==> src/rtl/data_display_pkg.sv <==
// data_display_pkg: digit count and active-low {g,f,e,d,c,b,a} hex segment codes.
package data_display_pkg;
    localparam int DIGITS = 4;
    localparam logic [6:0] SEG_0 = 7'b1000000;
    localparam logic [6:0] SEG_1 = 7'b1111001;
    localparam logic [6:0] SEG_2 = 7'b0100100;
    localparam logic [6:0] SEG_3 = 7'b0110000;
    localparam logic [6:0] SEG_4 = 7'b0011001;
    localparam logic [6:0] SEG_5 = 7'b0010010;
    localparam logic [6:0] SEG_6 = 7'b0000010;
    localparam logic [6:0] SEG_7 = 7'b1111000;
    localparam logic [6:0] SEG_8 = 7'b0000000;
    localparam logic [6:0] SEG_9 = 7'b0010000;
    localparam logic [6:0] SEG_A = 7'b0001000;
    localparam logic [6:0] SEG_B = 7'b0000011;
    localparam logic [6:0] SEG_C = 7'b1000110;
    localparam logic [6:0] SEG_D = 7'b0100001;
    localparam logic [6:0] SEG_E = 7'b0000110;
    localparam logic [6:0] SEG_F = 7'b0001110;
    localparam logic [6:0] SEG_TAB [16] = '{SEG_0, SEG_1, SEG_2, SEG_3, SEG_4, SEG_5, SEG_6, SEG_7,
                                            SEG_8, SEG_9, SEG_A, SEG_B, SEG_C, SEG_D, SEG_E, SEG_F};

    function automatic logic [6:0] hex_to_seg(input logic [3:0] h);
        return SEG_TAB[h];
    endfunction
endpackage

==> src/rtl/data_sync_filter.sv <==
// data_sync_filter: two-flop synchronizer plus stability filter; flags a settled value differing from hist0_i.
module data_sync_filter #(
    parameter int STABLE_CYC = 4
) (
    input  logic       clk_i,
    input  logic       rst_i,
    input  logic [3:0] data_i,
    input  logic [3:0] hist0_i,
    output logic       accept_o,
    output logic [3:0] value_o
);
    localparam int CW = (STABLE_CYC > 1) ? $clog2(STABLE_CYC) : 1;
    localparam logic [CW-1:0] CNT_MAX = CW'(STABLE_CYC - 1);

    logic [3:0] s1_q, s2_q, cand_q;
    logic [CW-1:0] cnt_q, cnt_d;

    always_comb begin
        cnt_d = (s2_q != cand_q) ? '0 : (cnt_q == CNT_MAX) ? cnt_q : cnt_q + 1'b1;
    end

    always_ff @(posedge clk_i) begin
        if (rst_i) begin
            s1_q   <= '0;
            s2_q   <= '0;
            cand_q <= '0;
            cnt_q  <= '0;
        end else begin
            s1_q   <= data_i;
            s2_q   <= s1_q;
            cand_q <= s2_q;
            cnt_q  <= cnt_d;
        end
    end

    // comparing against hist0 keeps a held value from re-triggering
    assign accept_o = (s2_q == cand_q) && (cnt_q == CNT_MAX) && (cand_q != hist0_i);
    assign value_o  = cand_q;
endmodule

==> src/rtl/data_display_scanner.sv <==
// data_display_scanner: keeps a 4-deep history of filtered data values and scans it
// onto a multiplexed active-low 7-segment display, newest value on digit 0.
module data_display_scanner
    import data_display_pkg::*;
#(
    parameter int SCAN_DIV   = 50000,
    parameter int STABLE_CYC = 4
) (
    input  logic       sysClk,
    input  logic       sysRst,
    input  logic [3:0] data,
    output logic [6:0] seg,
    output logic [3:0] an,
    output logic [7:0] changeCount,
    output logic       newData
);
    localparam int PW = $clog2(SCAN_DIV);
    localparam int IW = $clog2(DIGITS);
    localparam logic [PW-1:0] PRE_MAX = PW'(SCAN_DIV - 1);

    logic                   accept;
    logic [3:0]             value;
    logic [DIGITS-1:0][3:0] hist_q, hist_d;
    logic [PW-1:0]          pre_q, pre_d;
    logic [IW-1:0]          idx_q, idx_d;
    logic [7:0]             cc_q, cc_d;
    logic [6:0]             seg_q, seg_d;
    logic [DIGITS-1:0]      an_q, an_d;
    logic                   nd_q;

    data_sync_filter #(.STABLE_CYC(STABLE_CYC)) u_filter (
        .clk_i   (sysClk),
        .rst_i   (sysRst),
        .data_i  (data),
        .hist0_i (hist_q[0]),
        .accept_o(accept),
        .value_o (value)
    );

    always_comb begin
        hist_d = accept ? {hist_q[DIGITS-2:0], value} : hist_q;
        cc_d   = accept ? cc_q + 8'd1 : cc_q;
        pre_d  = (pre_q == PRE_MAX) ? '0 : pre_q + 1'b1;
        idx_d  = (pre_q == PRE_MAX) ? idx_q + 1'b1 : idx_q;
        an_d   = ~(DIGITS'(1) << idx_q);
        seg_d  = hex_to_seg(hist_q[idx_q]);
    end

    always_ff @(posedge sysClk) begin
        if (sysRst) begin
            hist_q <= '0;
            cc_q   <= '0;
            pre_q  <= '0;
            idx_q  <= '0;
            an_q   <= DIGITS'(4'b1110);
            seg_q  <= SEG_0;
            nd_q   <= 1'b0;
        end else begin
            hist_q <= hist_d;
            cc_q   <= cc_d;
            pre_q  <= pre_d;
            idx_q  <= idx_d;
            an_q   <= an_d;
            seg_q  <= seg_d;
            nd_q   <= accept;
        end
    end

    assign seg         = seg_q;
    assign an          = an_q;
    assign changeCount = cc_q;
    assign newData     = nd_q;
endmodule

==> config.mk <==
export PLATFORM = sky130hd
export DESIGN_NAME = data_display_scanner
export DESIGN_NICKNAME = d
export VERILOG_FILES = /design/src/rtl/data_display_pkg.sv /design/src/rtl/data_sync_filter.sv /design/src/rtl/data_display_scanner.sv
export SDC_FILE = /design/constraint.sdc
export NUM_CORES = 1
export LEC_CHECK = 0
export CAP_MARGIN = 20
export CORE_AREA = 4 4 75 77
export CTS_BUF_LIST = sky130_fd_sc_hd__clkbuf_16
export CTS_CLUSTER_DIAMETER = 150
export DETAILED_ROUTE_END_ITERATION = 10
export DIE_AREA = 0 0 79 81
export PLACE_DENSITY = 0.8
export SYNTH_ARGS = -nofsm -noshare
export SYNTH_HDL_FRONTEND = slang
export SYNTH_HIERARCHICAL = 1
export SYNTH_SLANG_ARGS = --single-unit
==> constraint.sdc <==
create_clock -name sysClk -period 4.3 [get_ports sysClk]
set_input_delay 0.43 -clock sysClk [delete_from_list [all_inputs] [get_ports sysClk]]
set_output_delay 0.43 -clock sysClk [all_outputs]
set_load 0.01 [all_outputs]
After elaboration in Yosys (flattened, before gate mapping):

Memory sizes are Yosys's and may differ from the RTL's. A register that Yosys moved wholly into a read port is not among the register bits.
Cells that the tools add are included.
Widths: inputs -> output; s select.

* input port bits: 6
* memories kept: 1
* memory bits (read-only): 112
* register bits after elaboration: 61
* output and inout bits: 20
* logic and storage cells: 33

* shift-type cells: 1
* multiplexer cells: 2
* reduce and logical (&&, ||, !) cells: 4
* add/sub/neg operators: 4
* bitwise gates (word level): 2
* equal/unequal tests: 5
* magnitude comparators: 1

Memory list
* (no name shown): depth 16, bits a word 7, rd ports 1, clocked after Yosys merged registers in 1, wr ports 0, line data_display_pkg.sv:24 `return SEG_TAB[h];`

Operators by type and width (number)
* $add 16x1->16 const B: 1
* $eq 16x16->1 const B: 1
* $add 8x1->8 const B: 1
* $bmux 4 s2: 1
* $ne 4x4->1: 2
* $not 4->5: 1
* $add 2x1->2 const B: 2
* $eq 4x4->1: 1
* $mux 4: 1
* $not 4->4: 1
* $reduce_or 2->1: 2
* $shl 1x2->4 const A: 1
* $lt 2x3->1 const B: 1
* $eq 2x2->1 const B: 1
* $logic_and 1x1->1: 2

Logic depth before layout (Yosys ltp):

* word-level depth: 3
* depth in mapped cells: 8
* gate-level depth less buffers: 6

Hierarchy:

The synthesis kept the hierarchy.

Modules (own cells, without submodules)
* data_display_scanner: area each 2358.5 sq um, seq. area each 1081.0 sq um, times used 1, cells each 239
* data_sync_filter: area each 515.5 sq um, seq. area each 280.3 sq um, times used 1, cells each 43

Worst setup path after synthesis:

OpenSTA, ideal clock, no wires.

* kind: register -> register
* from: reg idx_q[0]
* to: reg seg_q[3], in the netlist seg[3]
* path buffers: 1
* setup slack: 2460 ps
* stages on the path, launching flop included: 8
* library setup time: 86 ps
* arrival time: 1755 ps
* period minus slack after synthesis: 1840 ps
* required time: 4214 ps
* path through: dfxtp_1 -> buf_6 -> mux4_2 -> inv_1 -> ha_1 -> nor2_1 -> a21oi_1 -> a211oi_1

* cells in the longest elaborated chain, start to end: 3

RTL lines
* start: declaration: line data_display_scanner.sv:25 `logic [IW-1:0] idx_q, idx_d;`
* start signal: assignment: line data_display_scanner.sv:62 `idx_q <= idx_d;`
* $bmux 4 s2: line data_display_scanner.sv:46 `seg_d = hex_to_seg(hist_q[idx_q]);`
* $mux 4 (not written as such): line data_display_scanner.sv:46
* $not 4->5 (not written as such): line data_display_pkg.sv:24
* end: declaration: line data_display_scanner.sv:27 `logic [6:0] seg_q, seg_d;`

Every way passes these cells. The select of a mux whose other input is x is not followed.
A chain may end at the register's enable or synchronous reset.

Worst setup path in the final report:

Same ends and word-level chain as after synthesis.

==> run metrics <==
status=finished clean; WL final=4560 um; WP buf/inv=1; CP required=4.54 ns; Max Clk Rate=488 MHz; power per cell area=410 nW/um2; critical path arrival=2.29 ns; hold_ws=0.441 ns; number of global-route vias before repair=1861; worst-path cell chain=mux4_2 > inv_1 > ha_1 > nor2_1 > a21oi_1 > a211oi_1; proportion of layout cells with a drive suffix above 1=10.6%; peak supply drop=0.348 mV; Relative slew margins=61.9%; Final nets=325; Top FF cell, synth=dfxtp_1; synth warn=6; fin crit period=2.05 ns; DR vias/cell=5.24; via count=1990; DIE AREA=6400 um2; filler cell count=403; maxcap violations=0; Clock power frac=52.2%; Crit. Startpoint=idx_q[0]; Synth cell types=41; # diodes=0; CTS tree=yes; Crit. End Element=flop; Synth Register Bits=68; Synth Cell Area=2870 um2; WL per Instance=12.0 um; Area Growth Syn to Fin=20.7%; total negative slack=0 ns; synth cell count leaders=68 x dfxtp_1, 42 x nor2_1, 19 x mux2i_1; Synth Instances=282; Hold/Removal Path Class=flop to flop; xor/xnor share of the synthesized area=7.62%; io pins=26; RR Startpoint=idx_q[0]; slowest cell on the critical path=mux4_2; Pint=1.15 mW; drt initial violations=50; Post-Syn Nets=301; Synth area leaders=dfxtp_1 47%, mux2i_1 6.6%, ha_1 5.7%, nor2_1 5.5%, xor2_1 5.2%; Final Core Density=69.2%; adder-cell share of the synthesized area=5.66%; CP max stage delay=0.62 ns; Fin. Hold Viols=0; Post-DRT Antenna Nets=0; Worst Hold Launch=u_filter/s1_q[2]; H-Tree Level Count=3; DIE WIDTH=79 um; CTS sink cnt=68; Final Slew Violations=0; P_sw=0.266 mW; GPL Wtd Cong=0.811; Die Height=81 um; global-route usage over all layers=16.4%; sequential share of the synthesized area=47.4%; RSZ-0062 raised after global routing=no; DP HPWL=3020 um; Buffers on Ports=25; Setup-failing EPs final=0; Worst Setup Path Type=flop to flop; hold buffers post-CTS=0; top cell type's share of synthesized area=47.4%; Final Non-Filler Cells=380; DR pass1 iterations=4; worst skew pair latency=0.32 ns; Row Count=26; Combinational Power Share=2.5%; postcts setup bufs=0; CTS clk-pin slew, worst paths=0.05 ns; Starting Density=57.4%; Leakage Power=1.29 nW; top-count cell post-synth=dfxtp_1; Worst-Margin Slew=0.569 ns; first-pass GRT wire length=7980 um; Syn Area/Cell=10.2 um2; core area=5010 um2; overall power=1.42 mW; largest net degree at the start of global routing=40; DRC viols=0; clock buffer count from CTS=9; Critical Path Start Type=flop; main combinational cell family by area after synthesis=simple AND/OR/NAND/NOR gates; sequential power share=45.4%; Crit Path Max Fanout=7; switching share of total power=18.7%; initial antenna violation count=0; Synth Area in Simple Gates=20.8%; final period utilization=47.7%; CP delay by family, top=multiplexers; Clock Skew=0.00556 ns; Clock Tree Buf Depth=2; post-cts resize count=0; placed instance count=365; grt ovf=0; post-synth top area cell=dfxtp_1; post-synthesis compound-gate area fraction=5.27%; Root Driver=clkbuf_16; EDFF count, synth=0; post-synthesis mux area share=10.3%; Post-synth ARST share=0%
## sequential cells by signal (all words and copies together), names as in the netlist
register and count:
newData 1, an 4, u_filter/s2_q 4, changeCount 8, u_filter/value_o 4, pre_q 16, u_filter/cnt_q 2, seg 7
hist_q 16, u_filter/s1_q 4, idx_q 2
## power groups by stage
stage | logic, mW | registers [mW] | clock network (mW)
after floorplan | 0.0254 | 0.657 | 0
after global placement | 0.0348 | 0.657 | 0
after detailed placement | 0.0354 | 0.658 | 0
after CTS | 0.0356 | 0.645 | 0.757
after global routing | 0.0401 | 0.645 | 0.787
final | 0.0349 | 0.645 | 0.741
## layout make-up
class,count,area (um2),area share [%]
Multi-Input combinational cell,195,1430,41.2
Sequential cell,68,1360,39.2
Tap cell,70,87.6,2.53
Clock buffer,9,225,6.49
Inverter,5,18.8,0.541
Timing Repair Buffer,27,265,7.65
Clock inverter,6,80.1,2.31
## worst paths after layout
kind	cells past startpoint	to	slack [ns]
setup / recovery	6	seg[3]	2.25
hold / removal	1	u_filter/s2_q[2]	0.44
hold reg to reg	1	u_filter/s2_q[2]	0.44
setup reg to reg	6	seg[3]	2.25
## logic make-up after synthesis
group	count (synthesis)
buf+inv	19
simple gates	109
fa+ha+maj	13
mux	24
flops	68
xor+xnor	25
compound gates	24
## metal layers
metal  routed length [um]  share of wire [%]  global-route usage, %
met5                    0                  0                      0
met4                   95                2.1                   9.28
met3                  206                4.5                   7.21
met2                 2150                 47                   26.7
met1                 2100                 46                   17.8
## through the flow
| stage | area [um2] | setup WS (ns) |
|---|---|---|
| 2_1_floorplan | 2870 | 2.46 |
| 3_3_place_gp | 3160 | 2.17 |
| 3_5_place_dp | 3160 | 2.12 |
| 4_1_cts | 3470 | 2.24 |
| 5_1_grt | 3470 | 2.08 |
| 6_report | 3470 | 2.25 |
## placed cells by master (no fill, tap or decap), types with 4 or more instances in the layout
master	instances
nand3_1	6
clkbuf_16	9
nand2_1	9
nor2_1	42
and2b_2	10
xor2_1	17
a21oi_1	10
nand2b_1	6
inv_1	5
mux4_2	4
dfxtp_1	68
o21ai_0	5
or3_1	4
nor2b_1	4
mux2i_1	19
xnor2_1	8
ha_1	13
clkdlybuf4s50_1	25
nand4_1	8
(Power assumes the default switching activity.)
